File: src/rtl/vm_pkg.sv
// Shared types and default coin values for the multi-product vending machine.
package vm_pkg;

  typedef enum logic [1:0] {
    ST_IDLE   = 2'd0,
    ST_CREDIT = 2'd1,
    ST_VEND   = 2'd2,
    ST_CHANGE = 2'd3
  } vm_state_e;

  typedef enum logic [1:0] {
    COIN0        = 2'd0,
    COIN1        = 2'd1,
    COIN2        = 2'd2,
    COIN_INVALID = 2'd3
  } coin_type_e;

  localparam int COIN0_VAL_DEF = 5;
  localparam int COIN1_VAL_DEF = 10;
  localparam int COIN2_VAL_DEF = 25;

  // Selector width that stays legal for a single-product build.
  function automatic int sel_width(input int n);
    return (n > 1) ? $clog2(n) : 1;
  endfunction

endpackage

File: src/rtl/vending_machine_multi_if.sv
// Coin-acceptor / selector / dispenser signal bundle; suffixes are relative to the machine.
interface vending_machine_multi_if
  import vm_pkg::*;
#(
  parameter int N_ITEMS  = 4,
  parameter int CREDIT_W = 8
);
  localparam int SEL_W = sel_width(N_ITEMS);

  logic                coin_valid_i;
  logic [1:0]          coin_type_i;
  logic                sel_valid_i;
  logic [SEL_W-1:0]    sel_item_i;
  logic                cancel_i;
  logic                restock_i;
  logic                change_ready_i;
  logic                coin_reject_o;
  logic                sel_nack_o;
  logic                vend_valid_o;
  logic [SEL_W-1:0]    vend_item_o;
  logic                change_valid_o;
  logic [1:0]          change_coin_o;
  logic [CREDIT_W-1:0] credit_o;
  logic [N_ITEMS-1:0]  sold_out_o;
  logic                busy_o;

  modport master (
    output coin_valid_i, coin_type_i, sel_valid_i, sel_item_i, cancel_i, restock_i,
           change_ready_i,
    input  coin_reject_o, sel_nack_o, vend_valid_o, vend_item_o, change_valid_o,
           change_coin_o, credit_o, sold_out_o, busy_o
  );

  modport slave (
    input  coin_valid_i, coin_type_i, sel_valid_i, sel_item_i, cancel_i, restock_i,
           change_ready_i,
    output coin_reject_o, sel_nack_o, vend_valid_o, vend_item_o, change_valid_o,
           change_coin_o, credit_o, sold_out_o, busy_o
  );
endinterface

File: src/rtl/vm_change_picker.sv
// Greedy change selector: largest coin not exceeding the credit (value 0 when none fits).
module vm_change_picker
  import vm_pkg::*;
#(
  parameter int CREDIT_W  = 8,
  parameter int COIN0_VAL = COIN0_VAL_DEF,
  parameter int COIN1_VAL = COIN1_VAL_DEF,
  parameter int COIN2_VAL = COIN2_VAL_DEF
) (
  input  logic [CREDIT_W-1:0] credit_i,
  output logic [1:0]          coin_o,
  output logic [CREDIT_W-1:0] value_o
);

  always_comb begin
    coin_o  = COIN0;
    value_o = '0;
    if (credit_i >= CREDIT_W'(COIN2_VAL)) begin
      coin_o  = COIN2;
      value_o = CREDIT_W'(COIN2_VAL);
    end else if (credit_i >= CREDIT_W'(COIN1_VAL)) begin
      coin_o  = COIN1;
      value_o = CREDIT_W'(COIN1_VAL);
    end else if (credit_i >= CREDIT_W'(COIN0_VAL)) begin
      coin_o  = COIN0;
      value_o = CREDIT_W'(COIN0_VAL);
    end
  end

endmodule

File: src/rtl/vending_machine_multi.sv
// Multi-product coin vending controller: credit accumulation, per-item stock,
// vend pulse and greedy one-coin-per-handshake change return.
module vending_machine_multi
  import vm_pkg::*;
#(
  parameter int                        N_ITEMS     = 4,
  parameter int                        CREDIT_W    = 8,
  parameter logic [N_ITEMS*CREDIT_W-1:0] ITEM_PRICES = 32'h28_19_14_0F,
  parameter int                        COIN0_VAL   = COIN0_VAL_DEF,
  parameter int                        COIN1_VAL   = COIN1_VAL_DEF,
  parameter int                        COIN2_VAL   = COIN2_VAL_DEF,
  parameter int                        MAX_CREDIT  = 100,
  parameter int                        STOCK_W     = 4,
  parameter int                        STOCK_INIT  = 8
) (
  input logic                    clock_i,
  input logic                    reset_ni,
  vending_machine_multi_if.slave bus
);

  localparam int SEL_W = sel_width(N_ITEMS);

  vm_state_e           state_q, state_d;
  logic [CREDIT_W-1:0] credit_q, credit_d;
  logic [STOCK_W-1:0]  stock_q [N_ITEMS];
  logic [STOCK_W-1:0]  stock_d [N_ITEMS];
  logic                coin_reject_q, coin_reject_d;
  logic                sel_nack_q, sel_nack_d;
  logic                vend_valid_q, vend_valid_d;
  logic [SEL_W-1:0]    vend_item_q, vend_item_d;
  logic                change_valid_q, change_valid_d;
  logic [1:0]          change_coin_q, change_coin_d;

  logic [1:0]          cur_coin, rem_coin;
  logic [CREDIT_W-1:0] cur_val, rem_val, remainder;
  logic [CREDIT_W:0]   coin_sum;
  logic [CREDIT_W-1:0] sel_price;
  logic                sel_in_range, sel_ok, coin_ok;

  function automatic logic [CREDIT_W-1:0] coin_value(input logic [1:0] t);
    case (coin_type_e'(t))
      COIN0:   return CREDIT_W'(COIN0_VAL);
      COIN1:   return CREDIT_W'(COIN1_VAL);
      COIN2:   return CREDIT_W'(COIN2_VAL);
      default: return '0;
    endcase
  endfunction

  // Coin the dispenser currently owes, and the one after it once that is taken.
  vm_change_picker #(
    .CREDIT_W(CREDIT_W), .COIN0_VAL(COIN0_VAL), .COIN1_VAL(COIN1_VAL), .COIN2_VAL(COIN2_VAL)
  ) u_pick_cur (
    .credit_i(credit_q), .coin_o(cur_coin), .value_o(cur_val)
  );

  assign remainder = credit_q - cur_val;

  vm_change_picker #(
    .CREDIT_W(CREDIT_W), .COIN0_VAL(COIN0_VAL), .COIN1_VAL(COIN1_VAL), .COIN2_VAL(COIN2_VAL)
  ) u_pick_rem (
    .credit_i(remainder), .coin_o(rem_coin), .value_o(rem_val)
  );

  // One extra bit on the sum so the ceiling test cannot be fooled by wrap-around.
  assign coin_sum     = {1'b0, credit_q} + {1'b0, coin_value(bus.coin_type_i)};
  assign coin_ok      = (bus.coin_type_i != COIN_INVALID) &&
                        (coin_sum <= (CREDIT_W+1)'(MAX_CREDIT));
  assign sel_in_range = int'(bus.sel_item_i) < N_ITEMS;
  assign sel_price    = sel_in_range ?
                        ITEM_PRICES[int'(bus.sel_item_i)*CREDIT_W +: CREDIT_W] : '0;
  assign sel_ok       = sel_in_range && (stock_q[bus.sel_item_i] != '0) &&
                        (credit_q >= sel_price);

  always_comb begin
    state_d        = state_q;
    credit_d       = credit_q;
    stock_d        = stock_q;
    coin_reject_d  = 1'b0;
    sel_nack_d     = 1'b0;
    vend_valid_d   = 1'b0;
    vend_item_d    = vend_item_q;
    change_valid_d = change_valid_q;
    change_coin_d  = change_coin_q;

    case (state_q)
      ST_IDLE, ST_CREDIT: begin
        if (bus.cancel_i && (state_q == ST_CREDIT)) begin
          state_d        = ST_CHANGE;
          change_valid_d = 1'b1;
          change_coin_d  = cur_coin;
          coin_reject_d  = bus.coin_valid_i;
        end else if (bus.sel_valid_i) begin
          // The selection owns this cycle, so a simultaneous coin is handed back.
          coin_reject_d = bus.coin_valid_i;
          if (sel_ok) begin
            state_d                  = ST_VEND;
            vend_valid_d             = 1'b1;
            vend_item_d              = bus.sel_item_i;
            stock_d[bus.sel_item_i]  = stock_q[bus.sel_item_i] - STOCK_W'(1);
            credit_d                 = credit_q - sel_price;
          end else begin
            sel_nack_d = 1'b1;
          end
        end else if (bus.coin_valid_i) begin
          if (coin_ok) begin
            credit_d = coin_sum[CREDIT_W-1:0];
            state_d  = ST_CREDIT;
          end else begin
            coin_reject_d = 1'b1;
          end
        end
        if ((state_q == ST_IDLE) && bus.restock_i) begin
          for (int i = 0; i < N_ITEMS; i++) stock_d[i] = STOCK_W'(STOCK_INIT);
        end
      end

      ST_VEND: begin
        coin_reject_d = bus.coin_valid_i;
        sel_nack_d    = bus.sel_valid_i;
        if (credit_q != '0) begin
          state_d        = ST_CHANGE;
          change_valid_d = 1'b1;
          change_coin_d  = cur_coin;
        end else begin
          state_d = ST_IDLE;
        end
      end

      default: begin
        coin_reject_d = bus.coin_valid_i;
        sel_nack_d    = bus.sel_valid_i;
        if (change_valid_q && bus.change_ready_i) begin
          if (rem_val != '0) begin
            credit_d      = remainder;
            change_coin_d = rem_coin;
          end else begin
            credit_d       = '0;
            state_d        = ST_IDLE;
            change_valid_d = 1'b0;
            change_coin_d  = COIN0;
          end
        end
      end
    endcase
  end

  always_ff @(posedge clock_i or negedge reset_ni) begin
    if (!reset_ni) begin
      state_q        <= ST_IDLE;
      credit_q       <= '0;
      coin_reject_q  <= 1'b0;
      sel_nack_q     <= 1'b0;
      vend_valid_q   <= 1'b0;
      vend_item_q    <= '0;
      change_valid_q <= 1'b0;
      change_coin_q  <= COIN0;
      for (int i = 0; i < N_ITEMS; i++) stock_q[i] <= STOCK_W'(STOCK_INIT);
    end else begin
      state_q        <= state_d;
      credit_q       <= credit_d;
      coin_reject_q  <= coin_reject_d;
      sel_nack_q     <= sel_nack_d;
      vend_valid_q   <= vend_valid_d;
      vend_item_q    <= vend_item_d;
      change_valid_q <= change_valid_d;
      change_coin_q  <= change_coin_d;
      stock_q        <= stock_d;
    end
  end

  assign bus.coin_reject_o  = coin_reject_q;
  assign bus.sel_nack_o     = sel_nack_q;
  assign bus.vend_valid_o   = vend_valid_q;
  assign bus.vend_item_o    = vend_item_q;
  assign bus.change_valid_o = change_valid_q;
  assign bus.change_coin_o  = change_coin_q;
  assign bus.credit_o       = credit_q;
  assign bus.busy_o         = (state_q == ST_VEND) || (state_q == ST_CHANGE);

  for (genvar g = 0; g < N_ITEMS; g++) begin : g_sold_out
    assign bus.sold_out_o[g] = (stock_q[g] == '0);
  end

endmodule

File: src/flat_wrapper.sv
// flat-port wrapper written by rule: the top's interface ports become plain ports
module vending_machine_multi_flat import vm_pkg::*;
#(
  parameter int                        N_ITEMS     = 4,
  parameter int                        CREDIT_W    = 8,
  parameter logic [N_ITEMS*CREDIT_W-1:0] ITEM_PRICES = 32'h28_19_14_0F,
  parameter int                        COIN0_VAL   = COIN0_VAL_DEF,
  parameter int                        COIN1_VAL   = COIN1_VAL_DEF,
  parameter int                        COIN2_VAL   = COIN2_VAL_DEF,
  parameter int                        MAX_CREDIT  = 100,
  parameter int                        STOCK_W     = 4,
  parameter int                        STOCK_INIT  = 8
)
  (clock_i, reset_ni, bus_coin_valid_i, bus_coin_type_i, bus_sel_valid_i, bus_sel_item_i, bus_cancel_i, bus_restock_i, bus_change_ready_i, bus_coin_reject_o, bus_sel_nack_o, bus_vend_valid_o, bus_vend_item_o, bus_change_valid_o, bus_change_coin_o, bus_credit_o, bus_sold_out_o, bus_busy_o);
  vending_machine_multi_if #(.N_ITEMS(N_ITEMS), .CREDIT_W(CREDIT_W)) bus_i ();
  input logic clock_i;
  input logic reset_ni;
  input wire logic [$bits(bus_i.coin_valid_i)-1:0] bus_coin_valid_i;
  input wire logic [$bits(bus_i.coin_type_i)-1:0] bus_coin_type_i;
  input wire logic [$bits(bus_i.sel_valid_i)-1:0] bus_sel_valid_i;
  input wire logic [$bits(bus_i.sel_item_i)-1:0] bus_sel_item_i;
  input wire logic [$bits(bus_i.cancel_i)-1:0] bus_cancel_i;
  input wire logic [$bits(bus_i.restock_i)-1:0] bus_restock_i;
  input wire logic [$bits(bus_i.change_ready_i)-1:0] bus_change_ready_i;
  output wire logic [$bits(bus_i.coin_reject_o)-1:0] bus_coin_reject_o;
  output wire logic [$bits(bus_i.sel_nack_o)-1:0] bus_sel_nack_o;
  output wire logic [$bits(bus_i.vend_valid_o)-1:0] bus_vend_valid_o;
  output wire logic [$bits(bus_i.vend_item_o)-1:0] bus_vend_item_o;
  output wire logic [$bits(bus_i.change_valid_o)-1:0] bus_change_valid_o;
  output wire logic [$bits(bus_i.change_coin_o)-1:0] bus_change_coin_o;
  output wire logic [$bits(bus_i.credit_o)-1:0] bus_credit_o;
  output wire logic [$bits(bus_i.sold_out_o)-1:0] bus_sold_out_o;
  output wire logic [$bits(bus_i.busy_o)-1:0] bus_busy_o;
  assign bus_i.coin_valid_i = bus_coin_valid_i;
  assign bus_i.coin_type_i = bus_coin_type_i;
  assign bus_i.sel_valid_i = bus_sel_valid_i;
  assign bus_i.sel_item_i = bus_sel_item_i;
  assign bus_i.cancel_i = bus_cancel_i;
  assign bus_i.restock_i = bus_restock_i;
  assign bus_i.change_ready_i = bus_change_ready_i;
  assign bus_coin_reject_o = bus_i.coin_reject_o;
  assign bus_sel_nack_o = bus_i.sel_nack_o;
  assign bus_vend_valid_o = bus_i.vend_valid_o;
  assign bus_vend_item_o = bus_i.vend_item_o;
  assign bus_change_valid_o = bus_i.change_valid_o;
  assign bus_change_coin_o = bus_i.change_coin_o;
  assign bus_credit_o = bus_i.credit_o;
  assign bus_sold_out_o = bus_i.sold_out_o;
  assign bus_busy_o = bus_i.busy_o;
  vending_machine_multi #(.N_ITEMS(N_ITEMS), .CREDIT_W(CREDIT_W), .ITEM_PRICES(ITEM_PRICES), .COIN0_VAL(COIN0_VAL), .COIN1_VAL(COIN1_VAL), .COIN2_VAL(COIN2_VAL), .MAX_CREDIT(MAX_CREDIT), .STOCK_W(STOCK_W), .STOCK_INIT(STOCK_INIT)) u_core (.clock_i(clock_i), .reset_ni(reset_ni), .bus(bus_i));
endmodule
File: config.mk
export PLATFORM = sky130hd
export DESIGN_NAME = vending_machine_multi_flat
export DESIGN_NICKNAME = d
export VERILOG_FILES = /design/src/rtl/vm_pkg.sv /design/src/rtl/vending_machine_multi_if.sv /design/src/rtl/vm_change_picker.sv /design/src/rtl/vending_machine_multi.sv /design/src/flat_wrapper.sv
export SDC_FILE = /design/constraint.sdc
export NUM_CORES = 1
export LEC_CHECK = 0
export BUFFER_PORTS_ARGS = -buffer_cell sky130_fd_sc_hd__clkbuf_2
export CAP_MARGIN = 20
export CORE_ASPECT_RATIO = 1.75
export CORE_UTILIZATION = 36
export CTS_CLUSTER_DIAMETER = 120
export DETAILED_ROUTE_END_ITERATION = 10
export GPL_TIMING_DRIVEN = 0
export HOLD_SLACK_MARGIN = 0.02
export PLACE_DENSITY_LB_ADDON = 0.05
export SETUP_SLACK_MARGIN = 0.02
export SLEW_MARGIN = 20
export SYNTH_ARGS = -nofsm -noshare
export SYNTH_HDL_FRONTEND = slang
export SYNTH_SLANG_ARGS = --single-unit
File: constraint.sdc
create_clock -name clock_i -period 4.9 [get_ports clock_i]
set_input_delay 0.245 -clock clock_i [delete_from_list [all_inputs] [get_ports clock_i]]
set_output_delay 0.245 -clock clock_i [all_outputs]
set_load 0.01 [all_outputs]
==> summary.md <==
| Metric | Value |
|---|---|
| Data required, critical path | `~5.1 ns` |
| Overall die height | `123 um` |
| Number of DRC violations after detailed-routing iteration 0 | `113` |
| Number of buffer and inverter instances along the worst setup path | `0` |
| Startpoint-to-endpoint class of the critical path | `flop to flop` |
| Gr ovfl total | `0` |
| Reg-to-Reg End | `u_core.bus.change_valid_o` |
| Post-synthesis register bit count | `34` |
| Root Buffer Master | `sky130_fd_sc_hd__clkbuf_16` |
| Total number of placement rows | `43` |
| Residual DRC count | `2` |
| Min-Delay Path Class | `primary input to async pin` |
| Effective utilization at floorplan | `37.6%` |
| Clock tree from TritonCTS | `done` |
| Power share of the combinational group | `a little over three fifths` |
| Synthesis Warnings | `0` |
| Core utilization of the finished layout | `43.0%` |
| Number of standard cells in the layout, taps in and fillers out | `472` |
| Lkg Pwr | `1.64 nW` |
| Worst Setup End Kind | `flop` |
| Number of enable flip-flop cells after synthesis | `0` |
| Setup TNS | `0 ns` |
| Hold buffer count at CTS | `0` |
| CP startpoint | `u_core.bus.credit_o[6]` |
| Final Critical Period | `4.14 ns` |
| Mean routed wirelength per cell | `~19 um` |
| Post-Synthesis Net Count | `about 390` |
| RSZ-0062 raised after global routing | `no` |
| N_diodes | `0` |
| Internal Power | `0.00131 W` |
| Post-CTS setup buffers | `0` |
| Max frequency | `approximately 240 MHz` |
| Number of port buffers | `30` |
| Number of placed I/O pins | `32` |
| Die area | `roughly 8800 um^2` |
| First-pass GRT wire length | `around 14,000 um` |
| Launching point of the worst reg2reg path | `u_core.bus.credit_o[6]` |
| CTS Buf Count | `5` |
| Overall track demand over capacity in global routing | `approximately 22%` |
| Register-to-Register Setup Slack | `0.76 ns` |
| Final clock period utilization by the worst path | `roughly 84%` |
| Total of cells resized after clock tree synthesis | `0` |
| Number of clock sinks | `34` |
| P_sw | `0.00125 W` |
| Worst-margin pin slew | `0.876 ns` |
| Synth-to-layout area growth | `14.4%` |
| Number of filler cells placed in the layout | `around 830` |
| Number of library cell types mapped by synthesis | `56` |
| Run status | `finished, violations left` |
| Sequential standard cell area | `856 um^2` |
| Worst setup SP type | `flop` |
| Worst-case clock skew | `0.00636 ns` |
| Pwr Density | `742 nW/um^2` |
| Maximum count of clock buffers along a single path | `2` |
| Critical-path top delay cell | `sky130_fd_sc_hd__or4_1` |
| Die extent in x | `71.2 um` |
| Number of cell instances on the worst register-to-register path | `12` |
| Number of nets with antenna violations after detailed routing | `0` |
| Fraction of the yosys area taken by sequential cells | `about 28%` |
| Final-report setup violation count | `0` |
| Hold violation total from the final report | `0` |
| Count of nets after finishing | `between 400 and 500` |
| Overall power | `0.00256 W` |
| Cell depth of the worst setup path | `12` |
| Crit path max-delay family | `simple AND/OR/NAND/NOR gates` |
| Via count of the first global-routing pass | `2,799` |
| Max stage delay on crit path | `0.62 ns` |
| Clk_lat worst skew | `0.29 ns` |
| Switching Share | `48.9%` |
| Global placement routability congestion | `roughly 0.9` |
| Arrival time reported for the critical path endpoint | `4.30 ns` |
| Number of detailed-route iterations in the first pass | `9` |
| Routed wire length | `8990 um` |
| Average footprint of a synthesized cell | `8.76 um^2` |
| Fraction of power consumed by the clock network | `14.4%` |
| Sequential power share | `22.6%` |
| Total vias in the final route | `approximately 2,700` |
| Clock H-tree levels | `2` |
| CTS clock-pin slew for the worst setup and hold paths | `0.06 ns` |
| CP max FO | `9` |
| Area of the mapped netlist | `approximately 3000 um^2` |
| Fraction of final layout cells sized beyond drive strength 1 | `between 10% and 20%` |
| Core Box Area | `between 8000 and 9000 um^2` |
| Via-to-Cell Ratio | `5.75` |
| Placed cell count | `464` |
| Final HPWL from detailed placement | `7300 um` |
| Area of combinational cells with multiple inputs | `a little over 2000 um^2` |
| Async S/R FF share, synth | `100%` |
| Ordered cell list for the critical path | `or4_1 -> or2_2 -> nand2_1 -> ha_1 -> fa_1 -> nand2b_1 -> a21oi_1 -> or4b_1 -> a221oi_2 -> nor3b_4 -> nand4_1 -> a221o_1` |
| Maximum vdd drop | `319 uV` |
| Slew HR | `41.6%` |
| Failing checks | `DRC` |
| Syn Inst Count | `344` |
| Pin count of the biggest net entering global routing | `35` |
| Count of pins over their slew limit | `0` |
| Antenna violations before repair | `0` |
| Top flip-flop cell by instance count after synthesis | `sky130_fd_sc_hd__dfrtp_1` |
| Max Cap Viol | `0` |
-- state kept, by name, indices dropped and copies added, names as in the netlist --
signal	cells
u_core.bus.sel_nack_o	1
u_core.bus.vend_item_o	2
u_core.state_q	2
u_core.bus.change_coin_o	2
u_core.bus.change_valid_o	1
u_core.bus.credit_o	8
u_core.stock_q	16
u_core.bus.vend_valid_o	1
u_core.bus.coin_reject_o	1
-- cells in the final DEF, fill, tap and decap left out, types with 8 or more instances in the layout --
cell type                  instances
sky130_fd_sc_hd__ha_1             27
sky130_fd_sc_hd__clkbuf_2         30
sky130_fd_sc_hd__nand2_1          29
sky130_fd_sc_hd__nand3_1           8
sky130_fd_sc_hd__mux2i_1          18
sky130_fd_sc_hd__a21oi_1          20
sky130_fd_sc_hd__nor2_1           44
sky130_fd_sc_hd__o21ai_0          20
sky130_fd_sc_hd__dfrtp_1          30
sky130_fd_sc_hd__xnor2_1           9
sky130_fd_sc_hd__inv_1            25
sky130_fd_sc_hd__clkbuf_1          8
-- metal layers --
layer | vias up | track usage [%] | wire, um
met4 | 0 | 11.5 | 332
met5 | - | 0 | 0
li1 | 1322 | - | -
met2 | 55 | 44.3 | 5130
met1 | 1318 | 21.8 | 3350
met3 | 20 | 2.77 | 180
-- power groups by stage --
| stage | Clock, W | Sequential, W | Combinational, W |
|---|---|---|---|
| 2_1_floorplan | 0 | 0.000538 | 0.00117 |
| 3_3_place_gp | 0 | 0.000582 | 0.00160 |
| 3_5_place_dp | 0 | 0.000584 | 0.00161 |
| 4_1_cts | 0.000375 | 0.000579 | 0.00162 |
| 5_1_grt | 0.000388 | 0.000597 | 0.00180 |
| 6_report | 0.000368 | 0.000577 | 0.00161 |
-- worst reg2reg max path: stages, from the launching register on --
cell and delay [ns]:
sky130_fd_sc_hd__dfrtp_1 0.49, sky130_fd_sc_hd__or4_1 0.63, sky130_fd_sc_hd__or2_2 0.35, sky130_fd_sc_hd__nand2_1 0.08, sky130_fd_sc_hd__ha_1 0.18, sky130_fd_sc_hd__fa_1 0.26
sky130_fd_sc_hd__nand2b_1 0.17, sky130_fd_sc_hd__a21oi_1 0.13, sky130_fd_sc_hd__or4b_1 0.50, sky130_fd_sc_hd__a221oi_2 0.40, sky130_fd_sc_hd__nor3b_4 0.41, sky130_fd_sc_hd__nand4_1 0.13
sky130_fd_sc_hd__a221o_1 0.31
-- synthesized netlist by cell type, types with 7 or more instances --
| library cell | number | area, um^2 |
|---|---|---|
| sky130_fd_sc_hd__nor2b_1 | 7 | 43.8 |
| sky130_fd_sc_hd__o21ai_0 | 20 | 100 |
| sky130_fd_sc_hd__mux2i_1 | 18 | 180 |
| sky130_fd_sc_hd__nand3_1 | 8 | 40.0 |
| sky130_fd_sc_hd__ha_1 | 27 | 338 |
| sky130_fd_sc_hd__inv_1 | 25 | 93.8 |
| sky130_fd_sc_hd__dfrtp_1 | 30 | 751 |
| sky130_fd_sc_hd__xnor2_1 | 9 | 78.8 |
| sky130_fd_sc_hd__a211oi_1 | 7 | 52.6 |
| sky130_fd_sc_hd__nand2_1 | 29 | 109 |
| sky130_fd_sc_hd__clkbuf_1 | 8 | 30.0 |
| sky130_fd_sc_hd__nor2_1 | 44 | 165 |
| sky130_fd_sc_hd__a21oi_1 | 20 | 100 |
-- metrics by stage --
stage                     hold slack [ns]  setup slack [ns]  instance area (um^2)
after floorplan                   -0.0506              1.32                  3010
final                              0.0692             0.764                  3450
after CTS                           0.102             0.717                  3450
after detailed placement            0.407             0.750                  3280
after global routing                0.164             0.543                  3450
after global placement              0.408             0.726                  3280
-- worst max-delay path by stage --
stage | to | slack (ns)
after CTS | u_core.bus.change_valid_o | 0.72
after global routing | u_core.bus.change_valid_o | 0.54
after global placement | u_core.bus.change_valid_o | 0.73
after detailed placement | u_core.bus.change_valid_o | 0.75
final | u_core.bus.change_valid_o | 0.76
after floorplan | u_core.bus.change_valid_o | 1.32
-- area by class of cell --
type	count	share of cell area, %
Multi-Input combinational cell	277	59.0
Clock inverter	3	1.31
Buffer	8	0.871
Inverter	25	2.72
Tap cell	90	3.27
Timing Repair Buffer	30	4.36
Sequential cell	34	24.8
Clock buffer	5	3.63
-- cell families after synthesis --
kind of cell | share of synthesized area [%]
AO/OA/AOI/OAI | 19.8
multiplexers | 10.8
AND/OR/NAND/NOR | 19.3
buffers and inverters | 4.11
XOR/XNOR | 4.36
adder cells (fa/ha/maj) | 13.2
flip-flops | 28.4
Note: power is estimated with default switching activity, not from simulation.
